<file path="config.mk">
export PLATFORM = sky130hd
export DESIGN_NAME = dmem_port_arbiter
export DESIGN_NICKNAME = d
export VERILOG_FILES = /design/src/rtl/dmem_arb_pkg.sv /design/src/rtl/dmem_rr_pick.sv /design/src/rtl/dmem_port_arbiter.sv
export SDC_FILE = /design/constraint.sdc
export NUM_CORES = 1
export LEC_CHECK = 0
export BUFFER_PORTS_ARGS = -buffer_cell sky130_fd_sc_hd__buf_2
export CAP_MARGIN = 20
export CORE_ASPECT_RATIO = 0.9
export CORE_MARGIN = 8
export CORE_UTILIZATION = 47
export CTS_CLUSTER_SIZE = 8
export DETAILED_ROUTE_END_ITERATION = 7
export MAX_ROUTING_LAYER = met4
export PLACE_DENSITY_LB_ADDON = 0.12
export RECOVER_POWER = 100
export SKIP_CTS_REPAIR_TIMING = 1
export SLEW_MARGIN = 20
export SYNTH_ARGS = -nofsm -noshare
export SYNTH_HDL_FRONTEND = slang
export SYNTH_SLANG_ARGS = --single-unit
</file>
<file path="constraint.sdc">
create_clock -name clock -period 3.4 [get_ports clock]
set_input_delay 0.34 -clock clock [delete_from_list [all_inputs] [get_ports clock]]
set_output_delay 0.34 -clock clock [all_outputs]
set_load 0.05 [all_outputs]
</file>
<file path="src/rtl/dmem_arb_pkg.sv">
// Shared types and defaults for the two-port data-memory arbiter.
package dmem_arb_pkg;

    typedef enum logic [1:0] {
        ST_IDLE   = 2'b00,
        ST_ACCESS = 2'b01,
        ST_WAIT   = 2'b10,
        ST_RESP   = 2'b11
    } arb_state_e;

    localparam int P_CPU = 0;
    localparam int P_LDR = 1;

    localparam int DEF_ADDR_W     = 32;
    localparam int DEF_DATA_W     = 32;
    localparam int DEF_DEPTH      = 256;
    localparam int DEF_MEM_RD_LAT = 1;

    // Index of the granted port from a one-hot (or empty) grant vector.
    function automatic logic grant_index(input logic [1:0] grant);
        return grant[P_LDR];
    endfunction

endpackage

</file>
<file path="src/rtl/dmem_rr_pick.sv">
// Combinational two-way round-robin picker; the pointer register lives in the caller.
module dmem_rr_pick (
    input  logic [1:0] valid_i,
    input  logic       rr_ptr_i,
    output logic [1:0] grant_o
);

    // Single requester always wins; on contention the pointer selects the winner.
    always_comb begin
        grant_o = 2'b00;
        case (valid_i)
            2'b01:   grant_o = 2'b01;
            2'b10:   grant_o = 2'b10;
            2'b11:   grant_o = rr_ptr_i ? 2'b10 : 2'b01;
            default: grant_o = 2'b00;
        endcase
    end

endmodule

</file>
<file path="src/rtl/dmem_port_arbiter.sv">
// Arbitrates CPU and loader access to a single-port data memory, one transaction at a time.
// Optional address range checking is enabled by defining DMEM_BOUNDS_CHECK_EN.
module dmem_port_arbiter
    import dmem_arb_pkg::*;
#(
    parameter int ADDR_W     = DEF_ADDR_W,
    parameter int DATA_W     = DEF_DATA_W,
    parameter int DEPTH      = DEF_DEPTH,
    parameter int MEM_RD_LAT = DEF_MEM_RD_LAT
) (
    input  logic              clock,
    input  logic              reset,

    input  logic              p0_valid,
    output logic              p0_ready,
    input  logic              p0_write,
    input  logic [ADDR_W-1:0] p0_addr,
    input  logic [DATA_W-1:0] p0_wdata,
    output logic              p0_rvalid,
    input  logic              p0_rready,
    output logic [DATA_W-1:0] p0_rdata,
    output logic              p0_err,

    input  logic              p1_valid,
    output logic              p1_ready,
    input  logic              p1_write,
    input  logic [ADDR_W-1:0] p1_addr,
    input  logic [DATA_W-1:0] p1_wdata,
    output logic              p1_rvalid,
    input  logic              p1_rready,
    output logic [DATA_W-1:0] p1_rdata,
    output logic              p1_err,

    output logic              mem_write,
    output logic              mem_read,
    output logic [ADDR_W-1:0] mem_addr,
    output logic [DATA_W-1:0] mem_wdata,
    input  logic [DATA_W-1:0] mem_rdata
);

`ifdef DMEM_BOUNDS_CHECK_EN
    localparam logic BOUNDS_EN = 1'b1;
`else
    localparam logic BOUNDS_EN = 1'b0;
`endif

    localparam int                CNT_W    = (MEM_RD_LAT > 1) ? $clog2(MEM_RD_LAT) : 1;
    localparam logic [CNT_W-1:0]  LAT_LAST = CNT_W'(MEM_RD_LAT - 1);
    localparam logic [ADDR_W:0]   DEPTH_X  = (ADDR_W + 1)'(DEPTH);

    arb_state_e        state_q, state_d;
    logic              rr_ptr_q, rr_ptr_d;
    logic              idx_q, idx_d;
    logic              write_q, write_d;
    logic [ADDR_W-1:0] addr_q, addr_d;
    logic [DATA_W-1:0] wdata_q, wdata_d;
    logic [DATA_W-1:0] rdata_q, rdata_d;
    logic              err_q, err_d;
    logic [CNT_W-1:0]  cnt_q, cnt_d;

    logic [1:0]        req_valid_s;
    logic [1:0]        grant_s;
    logic              oob_s;
    logic              sel_rready_s;
    logic              mem_active_s;

    assign req_valid_s = {p1_valid, p0_valid};

    dmem_rr_pick u_pick (
        .valid_i  (req_valid_s),
        .rr_ptr_i (rr_ptr_q),
        .grant_o  (grant_s)
    );

    // Out-of-range flag for the latched address; constant 0 when checking is compiled out.
    always_comb begin
        if (BOUNDS_EN) begin
            oob_s = ({1'b0, addr_q} >= DEPTH_X);
        end else begin
            oob_s = 1'b0;
        end
        sel_rready_s = idx_q ? p1_rready : p0_rready;
    end

    // State and transaction registers; reset abandons any transaction in flight.
    always_ff @(posedge clock) begin
        if (reset) begin
            state_q  <= ST_IDLE;
            rr_ptr_q <= 1'b0;
            idx_q    <= 1'b0;
            write_q  <= 1'b0;
            addr_q   <= {ADDR_W{1'b0}};
            wdata_q  <= {DATA_W{1'b0}};
            rdata_q  <= {DATA_W{1'b0}};
            err_q    <= 1'b0;
            cnt_q    <= {CNT_W{1'b0}};
        end else begin
            state_q  <= state_d;
            rr_ptr_q <= rr_ptr_d;
            idx_q    <= idx_d;
            write_q  <= write_d;
            addr_q   <= addr_d;
            wdata_q  <= wdata_d;
            rdata_q  <= rdata_d;
            err_q    <= err_d;
            cnt_q    <= cnt_d;
        end
    end

    // Next-state logic for the IDLE -> ACCESS -> (WAIT) -> RESP cycle.
    always_comb begin
        state_d  = state_q;
        rr_ptr_d = rr_ptr_q;
        idx_d    = idx_q;
        write_d  = write_q;
        addr_d   = addr_q;
        wdata_d  = wdata_q;
        rdata_d  = rdata_q;
        err_d    = err_q;
        cnt_d    = cnt_q;
        case (state_q)
            ST_IDLE: begin
                if (grant_s != 2'b00) begin
                    idx_d    = grant_index(grant_s);
                    rr_ptr_d = ~grant_index(grant_s);
                    state_d  = ST_ACCESS;
                    if (grant_s[P_LDR]) begin
                        write_d = p1_write;
                        addr_d  = p1_addr;
                        wdata_d = p1_wdata;
                    end else begin
                        write_d = p0_write;
                        addr_d  = p0_addr;
                        wdata_d = p0_wdata;
                    end
                end else begin
                    state_d = ST_IDLE;
                end
            end
            ST_ACCESS: begin
                cnt_d = {CNT_W{1'b0}};
                if (oob_s) begin
                    err_d   = 1'b1;
                    rdata_d = {DATA_W{1'b0}};
                    state_d = ST_RESP;
                end else if (write_q) begin
                    err_d   = 1'b0;
                    rdata_d = {DATA_W{1'b0}};
                    state_d = ST_RESP;
                end else begin
                    err_d   = 1'b0;
                    state_d = ST_WAIT;
                end
            end
            ST_WAIT: begin
                if (cnt_q == LAT_LAST) begin
                    rdata_d = mem_rdata;
                    state_d = ST_RESP;
                end else begin
                    cnt_d = cnt_q + CNT_W'(1);
                end
            end
            ST_RESP: begin
                if (sel_rready_s) begin
                    state_d = ST_IDLE;
                end else begin
                    state_d = ST_RESP;
                end
            end
            default: begin
                state_d = ST_IDLE;
            end
        endcase
    end

    // Output decode: memory strobes from the latched request, response muxed to the winner.
    always_comb begin
        mem_active_s = ((state_q == ST_ACCESS) && !oob_s) || (state_q == ST_WAIT);
        mem_write    = (state_q == ST_ACCESS) && write_q && !oob_s;
        mem_read     = mem_active_s && !write_q;
        mem_addr     = mem_active_s ? addr_q : {ADDR_W{1'b0}};
        mem_wdata    = (mem_active_s && write_q) ? wdata_q : {DATA_W{1'b0}};

        p0_ready  = (state_q == ST_IDLE) && grant_s[P_CPU] && !reset;
        p1_ready  = (state_q == ST_IDLE) && grant_s[P_LDR] && !reset;
        p0_rvalid = (state_q == ST_RESP) && (idx_q == 1'b0);
        p1_rvalid = (state_q == ST_RESP) && (idx_q == 1'b1);
        p0_rdata  = p0_rvalid ? rdata_q : {DATA_W{1'b0}};
        p1_rdata  = p1_rvalid ? rdata_q : {DATA_W{1'b0}};
        p0_err    = p0_rvalid && err_q;
        p1_err    = p1_rvalid && err_q;
    end

endmodule

</file>
==> impl_metrics.ini <==
[outcome]
outcome = completed

[worst_setup_path]
startpoint_type = flip-flop
reg2reg_slack_ps = 780
critical_path_required_ps = 3060
r2r_end = wdata_q[18]
cp_slowest_cell = ha_1
worstSetupEndpointType = primary output
cp_top_family = buffers and inverters
rr_worst_depth = 7
worstPathCellList = inv_1 -> ha_1 -> clkbuf_2 -> and3_1 -> clkbuf_1
reg2reg_from = state_q[0]
cp_slowest_stage_delay_ps = 520
crit_type = reg2out
worstPathArrival_ps = 2550
crit_buf_inv = 3
cp_max_fo = 30

[drt]
vias = 5517
firstDrtPassIters = 5
drc = 0
wl_per_cell_um = 17.87
wirelength_um = 18160
viasPerCell = 5.430
drt.antenna.violating_nets = 0
drt_iter0_drc = 331

[timing]
fmax_ghz = 0.3460
worst_pin_slew_ps = 1061
hold_viol = 0
slew_headroom = 0.2927
hold_ws_ps = 229.6
fin_setup_tns_ps = 0
fin_crit_ps = 2890
clock-skew-final_ps = 12.62
maxSlewViolCount = 0
rsz0062_at_grt = no
period_share = 0.8501
setup_violations = 0

[synth]
ys_types = 29
ys_seq_area_frac = 0.3954
synth-seq-cells = 101
postSynthAreaPerCell_sq_um = 8.221
syn_area_sq_um = 5114
synth_cells = 622
yosys_warnings = 0

[power]
powerDensity_nw_per_um2 = 458.8
leakagePower_nw = 2.999
peakVddDrop_mv = 0.3167

[die]
row_count = 36
start_util = 0.4770
num_io_pins = 304
die_h_um = 115.0
die_x_um = 126.0
core-area_sq_um = 10720
dieArea_sq_um = 14480

[cts]
numCtsBuffers = 9
clk-insertion-delay-late_ps = 330
clk_pin_slew_ps = 70
cts_buffer_depth = 2
cts_sinks = 101
cts_tree = done
root_buffer = clkbuf_16
htree_num_levels = 3

[finish]
finalNetCount = 1051
register_area_sq_um = 2022
num_antenna_cells = 0
fillCellCount = 1027
multi_input_area_sq_um = 2648
drive_gt1_frac = 0.2435
syn_to_final_growth_pct = 31.27

[hold_path]
hp-start = p1_addr[12]
hold_path_class = in2reg
hold_depth = 2
hold-path-endpoint = addr_q[12]

[global_route]
grt_antenna_before_repair = 0
grtUsageTotal = 0.2422
overflow = 0
grt_max_degree = 43
grt_pass1_vias = 5746
grt_first_pass_wirelength_um = 27990

[place]
hpwl_um = 13620
routabilityCongestion = 0.8474
portBuffers = 301

[flow_run]
maxCapViolations = 0
## synth_stat cells (all sizes together)
| cell | instances | area [sq um] |
|---|---|---|
| or2 | 2 | 12.51 |
| dfxtp | 101 | 2022 |
| a21boi | 1 | 7.510 |
| mux2 | 1 | 11.26 |
| nand2 | 33 | 123.9 |
| o21a | 1 | 7.510 |
| buf | 24 | 157.6 |
| a221oi | 1 | 8.760 |
| mux2i | 2 | 20.02 |
| o32ai | 31 | 271.5 |
| nor3b | 34 | 255.2 |
| a221o | 34 | 340.3 |
| nor3 | 1 | 16.27 |
| and2 | 67 | 419.2 |
| inv | 34 | 127.6 |
| nand2b | 2 | 12.51 |
| nor2b | 2 | 12.51 |
| ha | 5 | 62.56 |
| a21oi | 66 | 330.3 |
| and4b | 1 | 10.01 |
| a211oi | 2 | 15.01 |
| nand3 | 32 | 160.2 |
| nor2 | 33 | 123.9 |
| conb | 1 | 3.750 |
| and3 | 64 | 400.4 |
| clkbuf | 46 | 172.7 |
| a32oi | 1 | 8.760 |
## metrics by stage
step           utilization  instances  instance area [sq um]  total power, mW  setup WS, ps
6_report            0.6262       1016                   6713            3.080         509.7
3_5_place_dp        0.6124       1000                   6565            2.071          1043
2_1_floorplan            -        623                   5117            1.845          1083
5_1_grt             0.6262       1016                   6713            3.230         316.8
3_3_place_gp        0.6124       1000                   6565            2.058          1089
4_1_cts             0.6415       1016                   6877            3.114         757.4
## cell families (layout without fill, tap and decap cells)
family / Yosys count / after routing / synth area share
AO/OA/AOI/OAI: 137 / 137 / 0.1935
adder cells (fa/ha/maj): 5 / 5 / 0.01223
AND/OR/NAND/NOR: 271 / 271 / 0.3024
buffers and inverters: 104 / 364 / 0.08955
multiplexers: 3 / 3 / 0.006117
flip-flops: 101 / 101 / 0.3954
other: 1 / 2 / 0.0007333
## where the power goes
group	switching [mW]	total [mW]	leakage (nW)	internal (mW)
clock network	0.437	1.05	0.148	0.611
logic	0.455	0.691	2.02	0.236
registers	0.0587	1.34	0.827	1.28
total	0.950	3.08	3.00	2.13
## sequential cells by signal (all words and copies together) (netlist names)
signal,cells
rr_ptr_q,1
wdata_q,32
state_q,2
rdata_q,32
idx_q,1
write_q,1
addr_q,32
## worst max-delay path by stage
stage	start	to	slack [ps]	cells past startpoint
after floorplan	state_q[1]	p0_rdata[22]	1080	4
after global placement	p1_valid	p0_ready	1090	4
after detailed placement	p1_valid	p0_ready	1040	4
after CTS	state_q[0]	p0_ready	760	5
after global routing	state_q[1]	mem_wdata[7]	320	5
final	state_q[0]	mem_wdata[7]	510	5
## placed cells by master, fill, tap and decap left out, drive strengths merged
cell type	Yosys	final
a211oi	2	2
a21boi	1	1
a21oi	66	66
a221o	34	34
a221oi	1	1
a32oi	1	1
and2	67	67
and3	64	64
and4b	1	1
buf	24	190
bufinv	0	1
clkbuf	46	135
clkinv	0	2
clkinvlp	0	2
conb	1	2
dfxtp	101	101
ha	5	5
inv	34	34
mux2	1	1
mux2i	2	2
nand2	33	33
nand2b	2	2
nand3	32	32
nor2	33	33
nor2b	2	2
nor3	1	1
nor3b	34	34
o21a	1	1
o32ai	31	31
or2	2	2
## worst register-to-register path: stages, from the launching register on
cell      delay [ps]
dfxtp_1          330
inv_1            120
ha_1             370
o21a_1           170
clkbuf_2         540
or2_1            190
clkbuf_2         530
o32ai_1          220
## area by class of cell
class                           count  area share
Timing Repair Buffer              314      0.2142
Multi-Input combinational cell    418      0.3944
Clock buffer                       11     0.03765
Sequential cell                   101      0.3012
Inverter                           34     0.01901
Clock inverter                      5    0.008760
Tap cell                          133     0.02479
## metal layers
metal  vias up  global-route usage  wire (um)
met5         -                   -          0
met4         0             0.08647        348
met3        24             0.05146       1189
met2       234              0.4204       9114
met1      2560              0.2721       7508
li1       2699                   -          -
Power figures use the tool's default switching activity.
